### config.mk
export PLATFORM = sky130hd
export DESIGN_NAME = imem_port_arbiter_flat
export DESIGN_NICKNAME = d
export VERILOG_FILES = /design/src/rtl/imem_port_arbiter_if.sv /design/src/rtl/imem_port_arbiter.sv /design/src/flat_wrapper.sv
export SDC_FILE = /design/constraint.sdc
export NUM_CORES = 1
export LEC_CHECK = 0
export ABC_CLOCK_PERIOD_IN_PS = 1600
export BUFFER_PORTS_ARGS = -buffer_cell sky130_fd_sc_hd__clkbuf_2
export CAP_MARGIN = 20
export CORE_AREA = 2 2 99 101
export CTS_CLUSTER_SIZE = 25
export DETAILED_ROUTE_END_ITERATION = 8
export DIE_AREA = 0 0 101 103
export SLEW_MARGIN = 0
export SYNTH_ARGS = -nofsm -noshare
export SYNTH_HDL_FRONTEND = slang
export SYNTH_SLANG_ARGS = --single-unit
### constraint.sdc
create_clock -name clk -period 1.6 [get_ports clk]
set_input_delay 0.16 -clock clk [delete_from_list [all_inputs] [get_ports clk]]
set_output_delay 0.16 -clock clk [all_outputs]
set_load 0.02 [all_outputs]
### src/rtl/imem_port_arbiter_if.sv
// -----------------------------------------------------------------------------
// imem_port_arbiter_if
//   Bundles the fetch port, the loader/debug port and the IMEM array port that
//   meet at imem_port_arbiter.
//   slave  : arbiter side (takes requests, drives grants/responses and mem_*)
//   master : environment side (fetch stage, loader and the IMEM array)
//   Signals:
//     fetch  : f_req, f_addr, f_flush -> f_gnt, f_rvalid, f_rdata, f_err
//     loader : l_req, l_we, l_addr, l_wdata -> l_gnt, l_rvalid, l_rdata, l_err
//     memory : mem_en, mem_we, mem_addr, mem_wdata -> mem_rdata (1-cycle latency)
// -----------------------------------------------------------------------------
interface imem_port_arbiter_if #(
  parameter int DATA_WIDTH = 32,
  parameter int ADDR_WIDTH = 32,
  parameter int WORD_AW    = 18
);
  // fetch port
  logic                  f_req;
  logic [ADDR_WIDTH-1:0] f_addr;
  logic                  f_flush;
  logic                  f_gnt;
  logic                  f_rvalid;
  logic [DATA_WIDTH-1:0] f_rdata;
  logic                  f_err;
  // loader / debug port
  logic                  l_req;
  logic                  l_we;
  logic [ADDR_WIDTH-1:0] l_addr;
  logic [DATA_WIDTH-1:0] l_wdata;
  logic                  l_gnt;
  logic                  l_rvalid;
  logic [DATA_WIDTH-1:0] l_rdata;
  logic                  l_err;
  // memory port
  logic                  mem_en;
  logic                  mem_we;
  logic [WORD_AW-1:0]    mem_addr;
  logic [DATA_WIDTH-1:0] mem_wdata;
  logic [DATA_WIDTH-1:0] mem_rdata;

  modport slave (
    input  f_req, f_addr, f_flush,
    input  l_req, l_we, l_addr, l_wdata,
    input  mem_rdata,
    output f_gnt, f_rvalid, f_rdata, f_err,
    output l_gnt, l_rvalid, l_rdata, l_err,
    output mem_en, mem_we, mem_addr, mem_wdata
  );

  modport master (
    output f_req, f_addr, f_flush,
    output l_req, l_we, l_addr, l_wdata,
    output mem_rdata,
    input  f_gnt, f_rvalid, f_rdata, f_err,
    input  l_gnt, l_rvalid, l_rdata, l_err,
    input  mem_en, mem_we, mem_addr, mem_wdata
  );
endinterface

### src/rtl/imem_port_arbiter.sv
// -----------------------------------------------------------------------------
// imem_port_arbiter
//   Shares one single-port synchronous IMEM between the CPU fetch port
//   (read-only) and the loader/debug port (read/write). At most one access is
//   issued per cycle; every granted address is checked for word alignment and
//   range. Responses come back exactly one cycle after the grant. A wait
//   counter lets a starved loader preempt fetch after MAX_WAIT denied cycles.
//   Ports:
//     clk  : clock, rising edge
//     rst  : asynchronous reset, active-high
//     bus  : imem_port_arbiter_if.slave (fetch, loader and memory signals)
// -----------------------------------------------------------------------------
module imem_port_arbiter #(
  parameter int DATA_WIDTH = 32,
  parameter int ADDR_WIDTH = 32,
  parameter int WORD_AW    = 18,
  parameter int MAX_WAIT   = 4
) (
  input  logic               clk,
  input  logic               rst,
  imem_port_arbiter_if.slave bus
);

  localparam int WCW = $clog2(MAX_WAIT + 1);
  localparam logic [WCW-1:0] WAIT_MAX = WCW'(MAX_WAIT);

  logic [WCW-1:0] wait_cnt;
  logic [WCW-1:0] wait_cnt_nxt;

  logic f_win;
  logic l_win;
  logic f_bad;
  logic l_bad;
  logic good_acc;

  // response-stage flags, captured at grant time
  logic rsp_f;
  logic rsp_l;
  logic rsp_err;
  logic rsp_rd;

  function automatic logic addr_bad(input logic [ADDR_WIDTH-1:0] a);
    return (a[1:0] != 2'b00) || (a[ADDR_WIDTH-1:WORD_AW+2] != '0);
  endfunction

  // Grant decision. Gated by rst so every output reads 0 while reset is held,
  // even though grants are otherwise purely combinational from the requests.
  always_comb begin
    l_win = 1'b0;
    f_win = 1'b0;
    if (!rst) begin
      l_win = bus.l_req && (!bus.f_req || (wait_cnt == WAIT_MAX));
      f_win = bus.f_req && !l_win;
    end
  end

  assign f_bad    = addr_bad(bus.f_addr);
  assign l_bad    = addr_bad(bus.l_addr);
  assign good_acc = (f_win && !f_bad) || (l_win && !l_bad);

  assign bus.f_gnt = f_win;
  assign bus.l_gnt = l_win;

  // Memory request. A faulting grant still wins arbitration but never touches
  // the array.
  always_comb begin
    bus.mem_en    = good_acc;
    bus.mem_we    = l_win && !l_bad && bus.l_we;
    bus.mem_addr  = '0;
    bus.mem_wdata = '0;
    if (f_win) begin
      bus.mem_addr = bus.f_addr[WORD_AW+1:2];
    end else if (l_win) begin
      bus.mem_addr  = bus.l_addr[WORD_AW+1:2];
      bus.mem_wdata = bus.l_wdata;
    end
  end

  // Starvation counter: counts consecutive denied loader cycles, saturating so
  // the preempt condition stays true until the loader is served.
  always_comb begin
    wait_cnt_nxt = wait_cnt;
    if (!bus.l_req || l_win) begin
      wait_cnt_nxt = '0;
    end else if (wait_cnt != WAIT_MAX) begin
      wait_cnt_nxt = wait_cnt + WCW'(1);
    end
  end

  always_ff @(posedge clk or posedge rst) begin
    if (rst) begin
      wait_cnt <= '0;
      rsp_f    <= 1'b0;
      rsp_l    <= 1'b0;
      rsp_err  <= 1'b0;
      rsp_rd   <= 1'b0;
    end else begin
      wait_cnt <= wait_cnt_nxt;
      rsp_f    <= f_win;
      rsp_l    <= l_win;
      rsp_err  <= (f_win && f_bad) || (l_win && l_bad);
      rsp_rd   <= good_acc && !(l_win && bus.l_we);
    end
  end

  // Response stage. Read data is passed straight through from the array in
  // the cycle it appears; writes and faults return zero. f_flush only masks
  // the fetch response, the pipeline state itself is untouched.
  always_comb begin
    bus.f_rvalid = rsp_f && !bus.f_flush;
    bus.f_err    = rsp_f && !bus.f_flush && rsp_err;
    bus.f_rdata  = '0;
    if (rsp_f && !bus.f_flush && rsp_rd) begin
      bus.f_rdata = bus.mem_rdata;
    end

    bus.l_rvalid = rsp_l;
    bus.l_err    = rsp_l && rsp_err;
    bus.l_rdata  = '0;
    if (rsp_l && rsp_rd) begin
      bus.l_rdata = bus.mem_rdata;
    end
  end

  a_gnt_onehot: assert property (@(posedge clk) disable iff (rst) !(bus.f_gnt && bus.l_gnt));
  a_we_needs_en: assert property (@(posedge clk) disable iff (rst) bus.mem_we |-> bus.mem_en);

endmodule
### src/flat_wrapper.sv
// flat-port wrapper written by rule: the top's interface ports become plain ports
module imem_port_arbiter_flat 
#(
  parameter int DATA_WIDTH = 32,
  parameter int ADDR_WIDTH = 32,
  parameter int WORD_AW    = 18,
  parameter int MAX_WAIT   = 4
)
  (clk, rst, bus_f_req, bus_f_addr, bus_f_flush, bus_l_req, bus_l_we, bus_l_addr, bus_l_wdata, bus_mem_rdata, bus_f_gnt, bus_f_rvalid, bus_f_rdata, bus_f_err, bus_l_gnt, bus_l_rvalid, bus_l_rdata, bus_l_err, bus_mem_en, bus_mem_we, bus_mem_addr, bus_mem_wdata);
  imem_port_arbiter_if #(.DATA_WIDTH(DATA_WIDTH), .ADDR_WIDTH(ADDR_WIDTH), .WORD_AW(WORD_AW)) bus_i ();
  input  logic clk;
  input  logic rst;
  input wire logic [$bits(bus_i.f_req)-1:0] bus_f_req;
  input wire logic [$bits(bus_i.f_addr)-1:0] bus_f_addr;
  input wire logic [$bits(bus_i.f_flush)-1:0] bus_f_flush;
  input wire logic [$bits(bus_i.l_req)-1:0] bus_l_req;
  input wire logic [$bits(bus_i.l_we)-1:0] bus_l_we;
  input wire logic [$bits(bus_i.l_addr)-1:0] bus_l_addr;
  input wire logic [$bits(bus_i.l_wdata)-1:0] bus_l_wdata;
  input wire logic [$bits(bus_i.mem_rdata)-1:0] bus_mem_rdata;
  output wire logic [$bits(bus_i.f_gnt)-1:0] bus_f_gnt;
  output wire logic [$bits(bus_i.f_rvalid)-1:0] bus_f_rvalid;
  output wire logic [$bits(bus_i.f_rdata)-1:0] bus_f_rdata;
  output wire logic [$bits(bus_i.f_err)-1:0] bus_f_err;
  output wire logic [$bits(bus_i.l_gnt)-1:0] bus_l_gnt;
  output wire logic [$bits(bus_i.l_rvalid)-1:0] bus_l_rvalid;
  output wire logic [$bits(bus_i.l_rdata)-1:0] bus_l_rdata;
  output wire logic [$bits(bus_i.l_err)-1:0] bus_l_err;
  output wire logic [$bits(bus_i.mem_en)-1:0] bus_mem_en;
  output wire logic [$bits(bus_i.mem_we)-1:0] bus_mem_we;
  output wire logic [$bits(bus_i.mem_addr)-1:0] bus_mem_addr;
  output wire logic [$bits(bus_i.mem_wdata)-1:0] bus_mem_wdata;
  assign bus_i.f_req = bus_f_req;
  assign bus_i.f_addr = bus_f_addr;
  assign bus_i.f_flush = bus_f_flush;
  assign bus_i.l_req = bus_l_req;
  assign bus_i.l_we = bus_l_we;
  assign bus_i.l_addr = bus_l_addr;
  assign bus_i.l_wdata = bus_l_wdata;
  assign bus_i.mem_rdata = bus_mem_rdata;
  assign bus_f_gnt = bus_i.f_gnt;
  assign bus_f_rvalid = bus_i.f_rvalid;
  assign bus_f_rdata = bus_i.f_rdata;
  assign bus_f_err = bus_i.f_err;
  assign bus_l_gnt = bus_i.l_gnt;
  assign bus_l_rvalid = bus_i.l_rvalid;
  assign bus_l_rdata = bus_i.l_rdata;
  assign bus_l_err = bus_i.l_err;
  assign bus_mem_en = bus_i.mem_en;
  assign bus_mem_we = bus_i.mem_we;
  assign bus_mem_addr = bus_i.mem_addr;
  assign bus_mem_wdata = bus_i.mem_wdata;
  imem_port_arbiter #(.DATA_WIDTH(DATA_WIDTH), .ADDR_WIDTH(ADDR_WIDTH), .WORD_AW(WORD_AW), .MAX_WAIT(MAX_WAIT)) u_core (.clk(clk), .rst(rst), .bus(bus_i));
endmodule
==> results of run 1 <==
metal layers:
layer | wire length, um | share of wire, %
met2 | 5020 | 60
met4 | 35 | 0.42
met3 | 645 | 7.7
met1 | 2700 | 32
met5 | 0 | 0
cell usage in the layout, fill, tap and decap left out, drive strengths merged:
| cell type | n |
|---|---|
| clkbuf | 209 |
| buf | 81 |
| and3 | 64 |
| and2 | 35 |
| a22o | 19 |
| dfrtp | 7 |
| nor4 | 6 |
| nor2 | 6 |
| nand2 | 5 |
| inv | 5 |
| clkinv | 3 |
| nand3 | 3 |
| nand4 | 2 |
| ha | 2 |
| a211o | 1 |
| nor2b | 1 |
| o22ai | 1 |
| a21oi | 1 |
| nor3 | 1 |
| xnor2 | 1 |
| dlygate4sd3 | 1 |
tightest hold or removal path, cell delays in order:
cell	delay, ps
clkbuf_2	100
nand2_4	80
and2_1	110
sequential cells by signal (all words and copies together) (netlist names):
| register | flops |
|---|---|
| u_core.rsp_err | 1 |
| u_core.rsp_rd | 1 |
| u_core.rsp_f | 1 |
| u_core.wait_cnt | 3 |
| u_core.bus.l_rvalid | 1 |
report_power, final:
part | leakage, nW | internal, mW | switching (mW)
logic | 2.28 | 0.458 | 0.334
registers | 0.0926 | 0.190 | 0.00863
clock network | 0.0255 | 0.169 | 0.0802
total | 2.40 | 0.817 | 0.423
path summary, 6_finish.rpt:
| check | slack, ps | endpoint | startpoint |
|---|---|---|---|
| max in group asynchronous | 950 | u_core.bus.l_rvalid$_DFF_PP0_ | rst |
| min in group asynchronous | 530 | u_core.wait_cnt[2]$_DFFE_PP0P_ | rst |
| setup / recovery | -330 | bus_mem_wdata[11] | u_core.wait_cnt[0]$_DFFE_PP0P_ |
| setup reg to reg | -40 | u_core.rsp_err$_DFF_PP0_ | u_core.wait_cnt[0]$_DFFE_PP0P_ |
| hold / removal | 260 | u_core.rsp_rd$_DFF_PP0_ | bus_l_we |
| hold reg to reg | 650 | u_core.wait_cnt[0]$_DFFE_PP0P_ | u_core.wait_cnt[0]$_DFFE_PP0P_ |
cell families (layout without fill, tap and decap cells):
kind of cell / Yosys count / count (layout) / share of synthesized area, %
compound gates: 22 / 22 / 16.6
xor+xnor: 1 / 1 / 0.671
fa+ha+maj: 2 / 2 / 1.92
buf+inv: 26 / 299 / 10.7
flops: 7 / 7 / 13.4
simple gates: 123 / 123 / 56.7
cell type report:
type | instances | share of cell area [%]
multi-input combinational | 148 | 32.7
inverter | 6 | 1.02
clock buffer | 3 | 1.05
sequential | 7 | 4.47
clock inverter | 1 | 0.128
timing repair buffer | 288 | 56.6
timing repair inverter | 1 | 0.415
tap | 114 | 3.64
through the flow:
| stage | cell area, um^2 | TNS, ps |
|---|---|---|
| 2_1_floorplan | 1440 | 0 |
| 3_3_place_gp | 2910 | -2940 |
| 3_5_place_dp | 2910 | -4540 |
| 4_1_cts | 3470 | -16940 |
| 5_1_grt | 3920 | -18500 |
| 6_report | 3920 | -15780 |
repair_timing:
item                                    CTS  global route
gates resized for setup                 104           109
cloned                                    1             8
endpoints found under the setup margin   54            56
endpoints found under the hold margin     7             0
pin swaps                                 0            51
hold buffers                              1             0
setup buffers                             2             4
==> key figures, run 1 <==
Outcome
  • Status: finished with violations
  • Violated checks: setup timing

Die
  • Die height: between 100 and 150 um
  • Core area: 9460 um^2
  • DIE WIDTH: ~100 um
  • Top Ports: 256
  • Initial Utilization: between 10 and 15%
  • Die area: 10400 um^2
  • FP Rows: 36

GRT
  • Number of global-route vias before repair: approximately 2100
  • Grt met2 use: a little over a quarter
  • Largest net degree at the start of global routing: 65
  • Initial antenna violation count: 0
  • GRT Total Usage: a little under an eighth
  • Met3 usage: 1.42%
  • Grt met1 use: between 10% and 20%
  • GRT busiest layer: met2
  • Grt ovf: 0
  • First-pass GRT wire length: between 9 and 10 mm

CTS
  • Num CTS Buffers: 3
  • Clk_lat worst skew: approximately 230 ps
  • CTS tree: built
  • Root Driver: clkbuf_8
  • Sink Count: 7
  • Clock transition at path regs: 40 ps
  • H-tree depth: 1
  • Clk buf depth: 2

Logic synthesis
  • Post-synth top area cell: and3_1
  • Main synth FF type: dfrtp_1
  • Synth Register Bits: 7
  • Async SR Flop Fraction: 100%
  • Synth warnings: 0
  • Average cell area after synthesis: approximately 7.2 um^2
  • Sequential element share of the synthesized area: between 10% and 20%
  • Syn Nets: 317
  • Commonest cells in the netlist: and3_1, and2_1, clkbuf_1
  • Post-Syn Instances: 181
  • Most frequent cell after synthesis: and3_1
  • Post-synth EDFFs: 0
  • Post-synth top area share: between 30% and 40%
  • Synthesized area: approximately 1300 um^2
  • Synth unique cells: 22
  • Dominant cells by area after synthesis: and3_1, and2_1, dfrtp_1

Detailed routing
  • Final wirelength: 8.40 mm
  • Vias: ~2500
  • Post-route ant nets: 0
  • Initial drt markers: 46
  • First-pass DRT Iterations: 4
  • Vias per inst: ~4.4
  • Routed wire per std cell: 14.8 um
  • DRC viols: 0

Critical path
  • Worst path depth: 8
  • Crit path required time: ~1400 ps
  • Startpoint types: flip-flop
  • Worst R2R Path Depth: 10
  • Crit path max-delay family: buffers and inverters
  • Critical path class: reg -> out
  • Max Fanout on Critical Path: 6
  • CP Cell Sequence: inv_2 > ha_4 > nand2_4 > a211o_4 > clkinv_8 > clkbuf_16 > and2_4 > buf_8
  • Slowest Stage Delay on Critical Path: approximately 400 ps
  • Crit path DAT: between 1500 and 2000 ps
  • Worst setup EP type: output port
  • Crit path max-delay cell type: a211o_4
  • Buf+Inv Stages, Crit Path: 4

STA
  • Endpoints failing setup: 56
  • Fin crit period: approximately 1900 ps
  • Worst relative slew slack: 76.0%
  • FMAX: 519 MHz
  • Final hold slack: 261 ps
  • Final WS setup: -327 ps
  • RSZ-0062 raised after global routing: yes
  • Worst-Margin Slew: about 360 ps
  • Final hold violations: 0
  • Period utilisation layout: 120%
  • Final Max Tran Viols: 0
  • Clock skew: between 3 and 4 ps

Placement
  • GPL Wtd Cong: ~0.83
  • Setup WS pre-CTS: -121 ps
  • # port buffers: between 200 and 300
  • Cells after DPL: 548
  • DP Wirelength: slightly below 6 mm

Power
  • Static Leak: 2.40 nW
  • Pwr/cell area: 316 nW/um^2
  • Peak supply drop: approximately 0.17 mV
  • Power Total: between 1 and 1.5 mW

Cells and area
  • Final Non-Filler Cells: 568
  • Reg area: roughly 180 um^2
  • Number of fillers in the final layout: about 900
  • Layout Area Growth over Synthesis: 200%
  • Final core occ: 41.4%
  • Layout cells sized above 1: 78.2%
  • Ant diodes: 0
  • Area of the multi-input gates: between 1000 and 1500 um^2
  • Nets: a little under 600

Worst hold path
  • Worst hold path class: in -> reg
  • Hold Crit Depth: 3

Job
  • Max Cap Viol: 0
(Power assumes the default switching activity.)
==> run 2, diff against run 1 <==
--- a/config.mk
+++ b/config.mk
@@ -12,6 +12,7 @@
 export CTS_CLUSTER_SIZE = 25
 export DETAILED_ROUTE_END_ITERATION = 8
 export DIE_AREA = 0 0 101 103
+export REMOVE_ABC_BUFFERS = 1
 export SLEW_MARGIN = 0
 export SYNTH_ARGS = -nofsm -noshare
 export SYNTH_HDL_FRONTEND = slang
==> run 2 against run 1 <==
The flow still finishes with violations (setup timing); worst hold slack got worse by 17 ps; wire length is 1.9% higher; global-route usage up 2.6 points; sequential power about the same; highest routed layer unchanged; first-iteration DRC count is 13% higher; register-to-register slack got worse by 90 ps; critical endpoint is now bus_mem_addr[14]; maximum frequency shrank 2.2%; non-clock buffer count fell by 12.
==> key figures, run 2 (synthesized netlist as in run 1, its figures left out) <==
Outcome
  • Status: finished with violations
  • Violated checks: setup timing

STA
  • Final WS setup: -371 ps
  • Fin crit period: between 1500 and 2000 ps
  • Clock skew: 3.49 ps
  • RSZ-0062 raised after global routing: yes
  • Final Max Tran Viols: 0
  • Endpoints failing setup: 55
  • Worst-Margin Slew: ~310 ps
  • Period utilisation layout: 123%
  • Final hold violations: 0
  • Worst relative slew slack: 79.1%
  • FMAX: about 510 MHz
  • Final hold slack: 244 ps

Critical path
  • Max Fanout on Critical Path: 14
  • Crit path DAT: around 1800 ps
  • Crit path max-delay cell type: a211o_4
  • CP Cell Sequence: inv_2 > ha_4 > nand2_4 > a211o_4 > inv_12 > a22o_1 > clkbuf_8
  • Critical path class: reg -> out
  • Startpoint types: flip-flop
  • Crit path required time: 1440 ps
  • Slowest Stage Delay on Critical Path: ~430 ps
  • Worst setup EP type: output port

CTS
  • Clk buf depth: 2
  • H-tree depth: 1
  • Num CTS Buffers: 3
  • Sink Count: 7
  • Clock transition at path regs: ~40 ps
  • Clk_lat worst skew: approximately 230 ps
  • CTS tree: built
  • Root Driver: clkbuf_8

Die
  • Initial Utilization: ~14%
  • Die area: approximately 10000 um^2
  • Core area: about 9500 um^2
  • Die height: 103 um
  • FP Rows: 36
  • Top Ports: roughly 260
  • DIE WIDTH: roughly 100 um

Detailed routing
  • First-pass DRT Iterations: 4
  • DRC viols: 0
  • Vias per inst: approximately 4.4
  • Final wirelength: around 8.6 mm
  • Routed wire per std cell: about 15 um
  • Vias: about 2400
  • Post-route ant nets: 0
  • Initial drt markers: 52

Cells and area
  • Layout cells sized above 1: a little over two thirds
  • Layout Area Growth over Synthesis: 163%
  • Nets: slightly below 600
  • Final Non-Filler Cells: about 560
  • Ant diodes: 0
  • Most frequent cells in the layout: clkbuf_2, and3_1, clkbuf_8, and2_1, buf_4
  • Number of fillers in the final layout: between 900 and 1000
  • Largest Register: u_core.wait_cnt
  • Most common cell after layout, fill and taps aside: clkbuf_2
  • Max reg flops: 3

Placement
  • Cells after DPL: ~540
  • # port buffers: 255
  • DP Wirelength: 7.01 mm
  • GPL Wtd Cong: 0.882
  • Setup WS pre-CTS: -264 ps

Worst hold path
  • Worst hold path class: in -> reg

GRT
  • Number of global-route vias before repair: about 2300
  • First-pass GRT wire length: between 10 and 15 mm
  • Grt ovf: 0
  • Initial antenna violation count: 0
  • GRT Total Usage: between 10 and 15%
  • Largest net degree at the start of global routing: 65

Power
  • Static Leak: between 2 and 2.5 nW
  • Pwr/cell area: around 330 nW/um^2
  • Peak supply drop: between 0.15 and 0.2 mV

Job
  • Max Cap Viol: 0
run 2: cell types whose count changed in the layout (fill, tap and decap cells not counted), moves of 2 or more:
cell,delta
and2_4,-25
a22o_1,+4
buf_2,+4
clkbuf_16,-4
a22o_2,+12
buf_8,-42
and2_1,+25
clkbuf_8,+31
a22o_4,-16
clkbuf_2,+2
buf_4,-3
run 2: layout make-up:
| type | instances | area (um^2) | area share [%] |
|---|---|---|---|
| repair buffers | 276 | 1920 | 56.0 |
| multi-input cells | 148 | 1080 | 31.4 |
| flip-flops and latches | 7 | 175 | 5.11 |
| well taps | 114 | 143 | 4.16 |
| clock buffers | 3 | 41.3 | 1.20 |
| inverters | 6 | 40.0 | 1.17 |
| repair inverters | 2 | 27.5 | 0.803 |
| clock inverters | 1 | 5.00 | 0.146 |
run 2: power breakdown:
part           switching (mW)  leakage [nW]  internal (mW)  total (mW)
combinational           0.303          2.05          0.370       0.673
sequential            0.00730        0.0926          0.190       0.197
clock                  0.0835        0.0255          0.169       0.253
total                   0.394          2.17          0.729        1.12
run 2: per-stage QoR:
step	power, mW	setup TNS [ps]	util, %	instance area, um^2
after floorplan	0.394	-16560	-	1190
after global routing	1.19	-20120	36.2	3430
after detailed placement	0.700	-10020	29.0	2750
final	1.12	-16700	36.2	3430
after CTS	1.06	-19250	34.4	3250
after global placement	0.694	-8910	29.0	2750
run 2: per-layer routing:
metal  share of wire, %  wire length [um]  up-vias  GRT usage [%]
met2                 55              4680      161           30.1
met5                  0                 0        -              0
li1                   -                 -     1175              -
met4                1.0                89        0           2.81
met1                 36              3090     1088           15.2
met3                8.3               709        6           2.17
run 2: what timing repair did:
item                       in CTS  in global routing
gates resized for setup        93                 52
setup endpoints to repair      56                 59
hold buffers                    1                  0
setup buffers                   1                  4
gates cloned                    3                  1
pin swaps                       5                  3
hold endpoints to repair        7                  0
run 2: path summary, 6_finish.rpt:
kind / from / to / slack (ps) / cells past startpoint
worst max-delay path: u_core.wait_cnt[0]$_DFFE_PP0P_ / bus_mem_addr[14] / -370 / 7
worst min-delay path: bus_l_req / u_core.wait_cnt[0]$_DFFE_PP0P_ / 240 / 3
worst max register to register: u_core.wait_cnt[0]$_DFFE_PP0P_ / u_core.rsp_rd$_DFF_PP0_ / -130 / 8
worst min register to register: u_core.wait_cnt[1]$_DFFE_PP0P_ / u_core.wait_cnt[1]$_DFFE_PP0P_ / 710 / 3
max in group asynchronous: rst / u_core.wait_cnt[2]$_DFFE_PP0P_ / 950 / 4
min in group asynchronous: rst / u_core.wait_cnt[1]$_DFFE_PP0P_ / 530 / 4
run 2: worst max-delay path, delay by kind of cell, from the launching register on:
| kind | cells | cell delay (ps) |
|---|---|---|
| AOI/OAI and AO/OA | 2 | 630 |
| adders and majority gates | 1 | 150 |
| buffers and inverters | 3 | 350 |
| DFF | 1 | 380 |
| and+or+nand+nor | 1 | 50 |
